[src/rtl/pfd_tdc_lock.sv]
// Sampled tri-state PFD with TDC lag measurement and lock detector for the digital PLL.
// Optional cycle-slip detection is built when PFD_SLIP_DETECT_EN is defined.
`timescale 1ns/1ps
module pfd_tdc_lock #(
  parameter int ERR_W       = 8,
  parameter int SYNC_STAGES = 2,
  parameter int DZ_CYC      = 1,
  parameter int LOCK_TOL    = 2,
  parameter int LOCK_CNT    = 16
) (
  input  logic                    clk,
  input  logic                    ff_rst,
  input  logic                    en,
  input  logic                    ref_in,
  input  logic                    fb_in,
  output logic                    up,
  output logic                    dn,
  output logic signed [ERR_W-1:0] phase_err,
  output logic                    err_valid,
  output logic                    locked,
  output logic                    slip
);

  localparam int MAG_W = ERR_W - 1;
  localparam int LC_W  = $clog2(LOCK_CNT + 1);
  localparam logic [MAG_W-1:0] MAX_MAG  = {MAG_W{1'b1}};
  localparam logic [MAG_W-1:0] ONE_MAG  = MAG_W'(1);
  localparam logic [LC_W-1:0]  LOCK_LIM = LC_W'(LOCK_CNT);

  typedef enum logic [1:0] {
    ST_IDLE  = 2'd0,
    ST_UP    = 2'd1,
    ST_DN    = 2'd2,
    ST_CLEAR = 2'd3
  } state_t;

  // With no dead-zone overlap the measurement goes straight back to IDLE.
  localparam state_t ST_AFTER = (DZ_CYC == 0) ? ST_IDLE : ST_CLEAR;

  logic [SYNC_STAGES-1:0] ref_sync_r, fb_sync_r;
  logic                   ref_prev_r, fb_prev_r;
  logic                   ref_e_s, fb_e_s;
  state_t                 state_r, state_nxt_s;
  logic [MAG_W-1:0]       cnt_r, cnt_nxt_s, cnt_inc_s;
  logic [3:0]             dz_cnt_r, dz_nxt_s;
  logic                   ref_pend_r, fb_pend_r, ref_pend_nxt_s, fb_pend_nxt_s;
  logic [ERR_W-1:0]       phase_err_r, err_nxt_s, err_mag_s;
  logic                   err_valid_r, err_vld_nxt_s;
  logic                   slip_r, slip_nxt_s;
  logic                   up_r, dn_r, up_nxt_s, dn_nxt_s;
  logic [LC_W-1:0]        lock_cnt_r;
  logic                   locked_r, in_tol_s;

  assign ref_e_s   = ref_sync_r[SYNC_STAGES-1] & ~ref_prev_r;
  assign fb_e_s    = fb_sync_r[SYNC_STAGES-1] & ~fb_prev_r;
  assign cnt_inc_s = (cnt_r == MAX_MAG) ? MAX_MAG : cnt_r + ONE_MAG;

  // Input synchronisers and edge-detect history; they keep running while en=0.
  always_ff @(posedge clk or posedge ff_rst) begin
    if (ff_rst) begin
      ref_sync_r <= {SYNC_STAGES{1'b0}};
      fb_sync_r  <= {SYNC_STAGES{1'b0}};
      ref_prev_r <= 1'b0;
      fb_prev_r  <= 1'b0;
    end else begin
      ref_sync_r <= {ref_sync_r[SYNC_STAGES-2:0], ref_in};
      fb_sync_r  <= {fb_sync_r[SYNC_STAGES-2:0], fb_in};
      ref_prev_r <= ref_sync_r[SYNC_STAGES-1];
      fb_prev_r  <= fb_sync_r[SYNC_STAGES-1];
    end
  end

  // PFD state register together with the TDC counter and measurement outputs.
  always_ff @(posedge clk or posedge ff_rst) begin
    if (ff_rst) begin
      state_r     <= ST_IDLE;
      cnt_r       <= MAG_W'(0);
      dz_cnt_r    <= 4'd0;
      ref_pend_r  <= 1'b0;
      fb_pend_r   <= 1'b0;
      phase_err_r <= ERR_W'(0);
      err_valid_r <= 1'b0;
      slip_r      <= 1'b0;
      up_r        <= 1'b0;
      dn_r        <= 1'b0;
    end else begin
      state_r     <= state_nxt_s;
      cnt_r       <= cnt_nxt_s;
      dz_cnt_r    <= dz_nxt_s;
      ref_pend_r  <= ref_pend_nxt_s;
      fb_pend_r   <= fb_pend_nxt_s;
      phase_err_r <= err_nxt_s;
      err_valid_r <= err_vld_nxt_s;
      slip_r      <= slip_nxt_s;
      up_r        <= up_nxt_s;
      dn_r        <= dn_nxt_s;
    end
  end

  // Next-state, counter and measurement logic.
  always_comb begin
    state_nxt_s    = state_r;
    cnt_nxt_s      = cnt_r;
    dz_nxt_s       = dz_cnt_r;
    ref_pend_nxt_s = ref_pend_r;
    fb_pend_nxt_s  = fb_pend_r;
    err_nxt_s      = phase_err_r;
    err_vld_nxt_s  = 1'b0;
    slip_nxt_s     = 1'b0;
    if (!en) begin
      state_nxt_s    = ST_IDLE;
      cnt_nxt_s      = MAG_W'(0);
      dz_nxt_s       = 4'd0;
      ref_pend_nxt_s = 1'b0;
      fb_pend_nxt_s  = 1'b0;
    end else begin
      case (state_r)
        ST_IDLE: begin
          ref_pend_nxt_s = 1'b0;
          fb_pend_nxt_s  = 1'b0;
          if ((ref_e_s | ref_pend_r) && (fb_e_s | fb_pend_r)) begin
            state_nxt_s   = ST_AFTER;
            dz_nxt_s      = 4'd1;
            err_nxt_s     = ERR_W'(0);
            err_vld_nxt_s = 1'b1;
          end else if (ref_e_s | ref_pend_r) begin
            state_nxt_s = ST_UP;
            cnt_nxt_s   = ONE_MAG;
          end else if (fb_e_s | fb_pend_r) begin
            state_nxt_s = ST_DN;
            cnt_nxt_s   = ONE_MAG;
          end else begin
            state_nxt_s = ST_IDLE;
          end
        end
        ST_UP: begin
          if (fb_e_s) begin
            state_nxt_s    = ST_AFTER;
            dz_nxt_s       = 4'd1;
            err_nxt_s      = {1'b0, cnt_r};
            err_vld_nxt_s  = 1'b1;
            ref_pend_nxt_s = ref_pend_r | ref_e_s;
`ifdef PFD_SLIP_DETECT_EN
          end else if (ref_e_s) begin
            slip_nxt_s = 1'b1;
            cnt_nxt_s  = MAX_MAG;
`endif
          end else begin
            cnt_nxt_s = cnt_inc_s;
          end
        end
        ST_DN: begin
          if (ref_e_s) begin
            state_nxt_s   = ST_AFTER;
            dz_nxt_s      = 4'd1;
            err_nxt_s     = ERR_W'(0) - {1'b0, cnt_r};
            err_vld_nxt_s = 1'b1;
            fb_pend_nxt_s = fb_pend_r | fb_e_s;
`ifdef PFD_SLIP_DETECT_EN
          end else if (fb_e_s) begin
            slip_nxt_s = 1'b1;
            cnt_nxt_s  = MAX_MAG;
`endif
          end else begin
            cnt_nxt_s = cnt_inc_s;
          end
        end
        ST_CLEAR: begin
          ref_pend_nxt_s = ref_pend_r | ref_e_s;
          fb_pend_nxt_s  = fb_pend_r | fb_e_s;
          if (dz_cnt_r >= 4'(DZ_CYC)) begin
            state_nxt_s = ST_IDLE;
            dz_nxt_s    = 4'd0;
          end else begin
            dz_nxt_s = dz_cnt_r + 4'd1;
          end
        end
        default: begin
          state_nxt_s = ST_IDLE;
        end
      endcase
    end
  end

  // Pump outputs are decoded from the next state so they register in step with it.
  always_comb begin
    up_nxt_s = (state_nxt_s == ST_UP) || (state_nxt_s == ST_CLEAR);
    dn_nxt_s = (state_nxt_s == ST_DN) || (state_nxt_s == ST_CLEAR);
  end

  // A saturated measurement never counts toward lock even if the tolerance is wide.
  always_comb begin
    if (phase_err_r[ERR_W-1]) begin
      err_mag_s = ERR_W'(0) - phase_err_r;
    end else begin
      err_mag_s = phase_err_r;
    end
    in_tol_s = (err_mag_s <= ERR_W'(LOCK_TOL)) && (err_mag_s != {1'b0, MAX_MAG});
  end

  // Lock detector: run of in-tolerance measurements.
  always_ff @(posedge clk or posedge ff_rst) begin
    if (ff_rst) begin
      lock_cnt_r <= LC_W'(0);
      locked_r   <= 1'b0;
    end else if (!en || slip_nxt_s || (err_valid_r && !in_tol_s)) begin
      lock_cnt_r <= LC_W'(0);
      locked_r   <= 1'b0;
    end else if (err_valid_r) begin
      lock_cnt_r <= (lock_cnt_r == LOCK_LIM) ? LOCK_LIM : lock_cnt_r + LC_W'(1);
      locked_r   <= (lock_cnt_r == LOCK_LIM);
    end else begin
      locked_r   <= (lock_cnt_r == LOCK_LIM);
    end
  end

  assign up        = up_r;
  assign dn        = dn_r;
  assign phase_err = $signed(phase_err_r);
  assign err_valid = err_valid_r;
  assign locked    = locked_r;
  assign slip      = slip_r;

endmodule

[config.mk]
export PLATFORM = sky130hd
export DESIGN_NAME = pfd_tdc_lock
export DESIGN_NICKNAME = d
export VERILOG_FILES = /design/src/rtl/pfd_tdc_lock.sv
export SDC_FILE = /design/constraint.sdc
export NUM_CORES = 1
export LEC_CHECK = 0
export ABC_AREA = 1
export CAP_MARGIN = 10
export CORE_MARGIN = 2
export CORE_UTILIZATION = 50
export DETAILED_ROUTE_END_ITERATION = 7
export GPL_TIMING_DRIVEN = 0
export PLACE_DENSITY = 0.7
export SLEW_MARGIN = 20
export SYNTH_ARGS = -nofsm -noshare
export SYNTH_HDL_FRONTEND = slang
export SYNTH_SLANG_ARGS = --single-unit
export TNS_END_PERCENT = 30
[constraint.sdc]
create_clock -name clk -period 1.6 [get_ports clk]
set_input_delay 0.24 -clock clk [delete_from_list [all_inputs] [get_ports clk]]
set_output_delay 0.24 -clock clk [all_outputs]
set_load 0.03 [all_outputs]
== Word level (Yosys, flattened, before mapping) ==
Cells that the tools add are included.

* Bits in registers: 38
* Logic and storage cells: 108

* Bitwise gates (word level): 6
* Muxes and demuxes: 42
* Add/sub/neg operators: 5
* Reductions and logical operators: 16
* $lt $le $gt $ge: 2
* Eq/ne operators: 22

{| class="wikitable"
|+ Operators with widths
! cell !! count
|-
| two-way mux 7 bit || 7
|-
| two-way mux 8 bit || 4
|-
| one-hot mux 8 bit (3 select lines) || 1
|-
| one-hot mux 7 bit (3 select lines) || 1
|-
| two-way mux 4 bit || 5
|-
| inequality test 3 bit, second input constant || 6
|-
| one-hot mux 4 bit (4 select lines) || 1
|-
| two-way mux 5 bit || 3
|-
| two-way mux 2 bit || 7
|-
| inequality test 4 x 1 -> 1 bit, second input constant || 3
|-
| AND reduction 5 bit || 2
|-
| two-way mux 1 bit || 9
|-
| one-hot mux 1 bit (3 select lines) || 3
|-
| equality test 2 bit, second input constant || 4
|-
| <= comparator 8 x 2 -> 1 bit, second input constant || 1
|-
| inequality test 8 x 7 -> 1 bit, second input constant || 1
|-
| one-hot mux 2 bit (4 select lines) || 1
|-
| subtractor 1 x 7 -> 8 bit, first input constant || 1
|-
| subtractor 1 x 8 -> 8 bit, first input constant || 1
|-
| adder 7 x 1 -> 7 bit, second input constant || 1
|-
| equality test 7 bit, second input constant || 1
|-
| inequality test 2 bit, second input constant || 3
|-
| adder 5 x 1 -> 5 bit, second input constant || 1
|-
| equality test 5 bit, second input constant || 1
|-
| 15 further kinds || 25
|}

== Longest topological paths before layout ==
* Depth after elaboration: 10
* Gate-level depth with buffers: 10
* Mapped depth without buffers: 9

== Worst setup path after synthesis ==
No wires, ideal clock.

* Path type: flip-flop to flip-flop
* Start point: reg state_r[0]
* End point: reg cnt_r[2]
* Arrival: 1.589 ns
* Path buffers: 0
* Path slack: -0.107 ns
* Stages on the path, launching flop included: 10
* Library setup time: 0.118 ns
* Path through: dfrtp_1 -> inv_1 -> ha_1 -> inv_1 -> nand3_1 -> nand2_1 -> inv_1 -> nand4_2 -> nand2_1 -> nand2_1

* Cells in the longest elaborated chain, start to end: 3

{| class="wikitable"
|+ RTL lines
! element !! line !! RTL
|-
| start: declaration || 43 || <nowiki>state_t state_r, state_nxt_s;</nowiki>
|-
| start signal: assignment || 87 || <nowiki>state_r <= state_nxt_s;</nowiki>
|-
| equality test 2 bit (tied with other cells) || 117 || <nowiki>case (state_r)</nowiki>
|-
| inequality test 4 x 1 -> 1 bit (no line) (tied with other cells) || - ||
|-
| AND reduction 5 bit (no line) / two-way mux 7 bit (equally long branches) || - ||
|-
| end signal: assignment || 88 || <nowiki>cnt_r <= cnt_nxt_s;</nowiki>
|-
| end: declaration || 44 || <nowiki>logic [MAG_W-1:0] cnt_r, cnt_nxt_s, cnt_inc_s;</nowiki>
|}

Parallel ways exist; a longest one is shown, timed or not.
A chain may end at the register's enable or synchronous reset.

== Worst setup path after layout ==
* Start point: reg locked_r (netlist: locked)
* End point: out locked

{| class="wikitable"
|+ RTL lines
! element !! line !! RTL
|-
| start: declaration || 52 || <nowiki>logic locked_r, in_tol_s;</nowiki>
|-
| start signal: assignment || 211 || <nowiki>locked_r <= (lock_cnt_r == LOCK_LIM);</nowiki>
|-
| start signal: assignment || 213 || <nowiki>locked_r <= (lock_cnt_r == LOCK_LIM);</nowiki>
|-
| end: declaration || 20 || <nowiki>output logic locked,</nowiki>
|}

No word-level cell between the ends.

==> metrics.txt <==
RSZ-0062 raised after global routing=yes; Cell Pwr Density=850 mW/mm^2; Die Wd=71.6 um; RR Endpoint=phase_err[6]$_DFFE_PP0P_; number of I/O port buffers=16; largest net degree at the start of global routing=35; # setup viols final=0; via count=2,109; Async SR Flop Fraction=1.00; CTS root buf=clkbuf_8; Clock Power Share=0.364; Sequential Power Share=0.441; r2r startpoint=state_r[0]$_DFF_PP0_; Psw=0.678 mW; TritonCTS clock tree=built; Residual DRC=0; NumNets Final=354; initial antenna violation count=0; Vias/cell=5.41; dpl hpwl=3590 um; worst min path class=input port to asynchronous set/reset pin; CTS sink count=37; status=completed; ANT nets after route=0; layout cell share with drive strength beyond 1=0.142; WL final=4910 um; worst path required time=1360 ps; total iterations of the first detailed-routing run=4; sequential area share after synthesis=0.405; clock buffer count from CTS=5; slowest CP cell=clkdlybuf4s50_1; first-pass GRT wire length=8400 um; DIE AREA=0.00512 mm^2; final hold vios=0; Post-Layout Cell Count=390; FF+latch count, synth=37; crit start category=register; kind of critical path=register to output pin; setup slack, reg-to-reg=120 ps; Final min period=1530 ps; max cap viols=0; WP depth=1; CP top delay family=buffers and inverters; ANT cells=0; vias in the first global route=1,927; Final WS setup=73.5 ps; number of I/O pins=18; CP endpoint=locked; Final period util=0.954; deepest clock path buffer count=2; Placed Cells=378; reg2reg path depth=10; CP Cell Sequence=clkdlybuf4s50_1; Core Region=0.00438 mm^2; Synth Flop Type=dfrtp_1; post-synthesis net count=326; synth unique cells=31; Ys Warns=0; # hold bufs at CTS=0; maximum resistive drop on vdd=0.000446 V; Internal=1.65 mW; type of destination of the critical path=output pin; drt wl/cell=12.6 um; highest clock rate=0.655 GHz; fin. max-slew vios=0; later-pin clock latency in the skew report=300 ps; Post-synth EDFFs=0; Clock transition at path regs=80 ps; crit path from=locked$_DFF_PP0_; switching part of the total=0.291; Crit path buffers/inverters=1; Initial Utilization=0.521; Final GP Congestion=0.872; initial drt markers=115; arrival time worst endpoint=1290 ps; crit-path max FO=1; CP max stage delay=660 ps; synthesis-to-layout area growth=20.2%; Remaining Overflow, GRT=0; Chip Height=71.6 um; Fin Clk Skew=8.65 ps; num rows=24; post-synth design cell area=0.00228 mm^2; Pleak=1.47 nW; H-tree depth=2; setup slack after placement=-134 ps; Avg Cell Area, Syn=7.39 um^2; cells after synthesis=309; gr usage total=0.207; Comb power frac=0.196; Fill cells=394; Final Core Density=0.626
timing repair:
action | in CTS | in global routing
setup endpoints to repair | 25 | 30
setup buffers | 0 | 4
pin swaps | 1 | 3
resized for setup | 13 | 18
cell usage after synthesis, types with 3 or more instances:
| cell type | number | share of area |
|---|---|---|
| nand2_1 | 92 | 0.15 |
| inv_1 | 40 | 0.066 |
| dfrtp_1 | 37 | 0.41 |
| nand3_1 | 29 | 0.064 |
| o21ai_0 | 20 | 0.044 |
| nor2_1 | 19 | 0.031 |
| nand4_1 | 15 | 0.041 |
| ha_1 | 12 | 0.066 |
| a21oi_1 | 7 | 0.015 |
| a31oi_1 | 3 | 0.0082 |
| buf_4 | 3 | 0.0099 |
| nand2_2 | 3 | 0.0082 |
| nor2_2 | 3 | 0.0082 |
| o22ai_1 | 3 | 0.0082 |
sequential cells by signal (all words and copies together), names as in the netlist:
| signal | cells |
|---|---|
| ref_sync_r | 2 |
| ref_prev_r | 1 |
| dn | 1 |
| cnt_r | 7 |
| phase_err | 8 |
| fb_sync_r | 2 |
| lock_cnt_r | 5 |
| fb_pend_r | 1 |
| fb_prev_r | 1 |
| state_r | 2 |
| ref_pend_r | 1 |
| locked | 1 |
| dz_cnt_r | 4 |
| err_valid | 1 |
kinds of logic (layout without fill, tap and decap cells):
group / after synthesis / in the layout / share of synthesized area
AO/OA/AOI/OAI: 39 / 39 / 0.0943
XOR/XNOR: 3 / 3 / 0.0115
adder cells (fa/ha/maj): 12 / 12 / 0.0658
buffers and inverters: 48 / 77 / 0.0860
AND/OR/NAND/NOR: 169 / 169 / 0.335
other: 1 / 1 / 0.00164
flip-flops: 37 / 37 / 0.405
stage by stage:
step	total power, mW	hold WS (ps)	setup TNS (ps)	instance area, um^2
2_1_floorplan	1.34	271	0	2280
3_3_place_gp	1.44	335	-13850	2510
3_5_place_dp	1.46	342	-2150	2530
4_1_cts	2.32	113	0	2680
5_1_grt	2.46	136	-32.0	2740
6_report	2.33	115	0	2740
worst min path at each step:
stage | to | startpoint | cells after the start | slack (ps)
finish | lock_cnt_r[4]$_DFFE_PP0P_ | ff_rst | 2 | 120
global route | lock_cnt_r[2]$_DFFE_PP0P_ | ff_rst | 2 | 140
CTS | lock_cnt_r[4]$_DFFE_PP0P_ | ff_rst | 2 | 110
detailed placement | ref_sync_r[1]$_DFF_PP0_ | ref_sync_r[0]$_DFF_PP0_ | 0 | 340
global placement | ref_sync_r[1]$_DFF_PP0_ | ref_sync_r[0]$_DFF_PP0_ | 0 | 330
floorplan | fb_sync_r[0]$_DFF_PP0_ | fb_in | 0 | 270
power by group through the flow:
stage / registers (mW) / logic, mW / clock network (mW)
5_1_grt: 1.04 / 0.515 / 0.905
3_3_place_gp: 1.04 / 0.398 / 0
4_1_cts: 1.03 / 0.428 / 0.864
3_5_place_dp: 1.04 / 0.415 / 0
2_1_floorplan: 1.05 / 0.288 / 0
6_report: 1.03 / 0.456 / 0.848
placed cells by master, fill, tap and decap left out, types with 8 or more instances in the layout:
| master | n |
|---|---|
| nand4_1 | 15 |
| dfrtp_1 | 35 |
| o21ai_0 | 18 |
| nand3_1 | 29 |
| ha_1 | 8 |
| inv_1 | 36 |
| nor2_1 | 18 |
| nand2_1 | 91 |
layer usage:
layer	wire length, um	global-route usage	vias to the layer above
met5	0	0	-
met4	67	0.0713	0
met3	262	0.0422	9
met2	2400	0.341	68
met1	2170	0.273	976
li1	-	-	1056
final cells by class:
type | count | area, um^2 | share of cell area
clock inverters | 2 | 37.5 | 0.0137
well taps | 52 | 65.1 | 0.0237
repair buffers | 21 | 213 | 0.0775
multi-input cells | 224 | 1210 | 0.442
flip-flops and latches | 37 | 928 | 0.338
inverters | 43 | 169 | 0.0616
plain buffers | 5 | 36.3 | 0.0132
clock buffers | 6 | 82.6 | 0.0301
(Power assumes the default switching activity.)
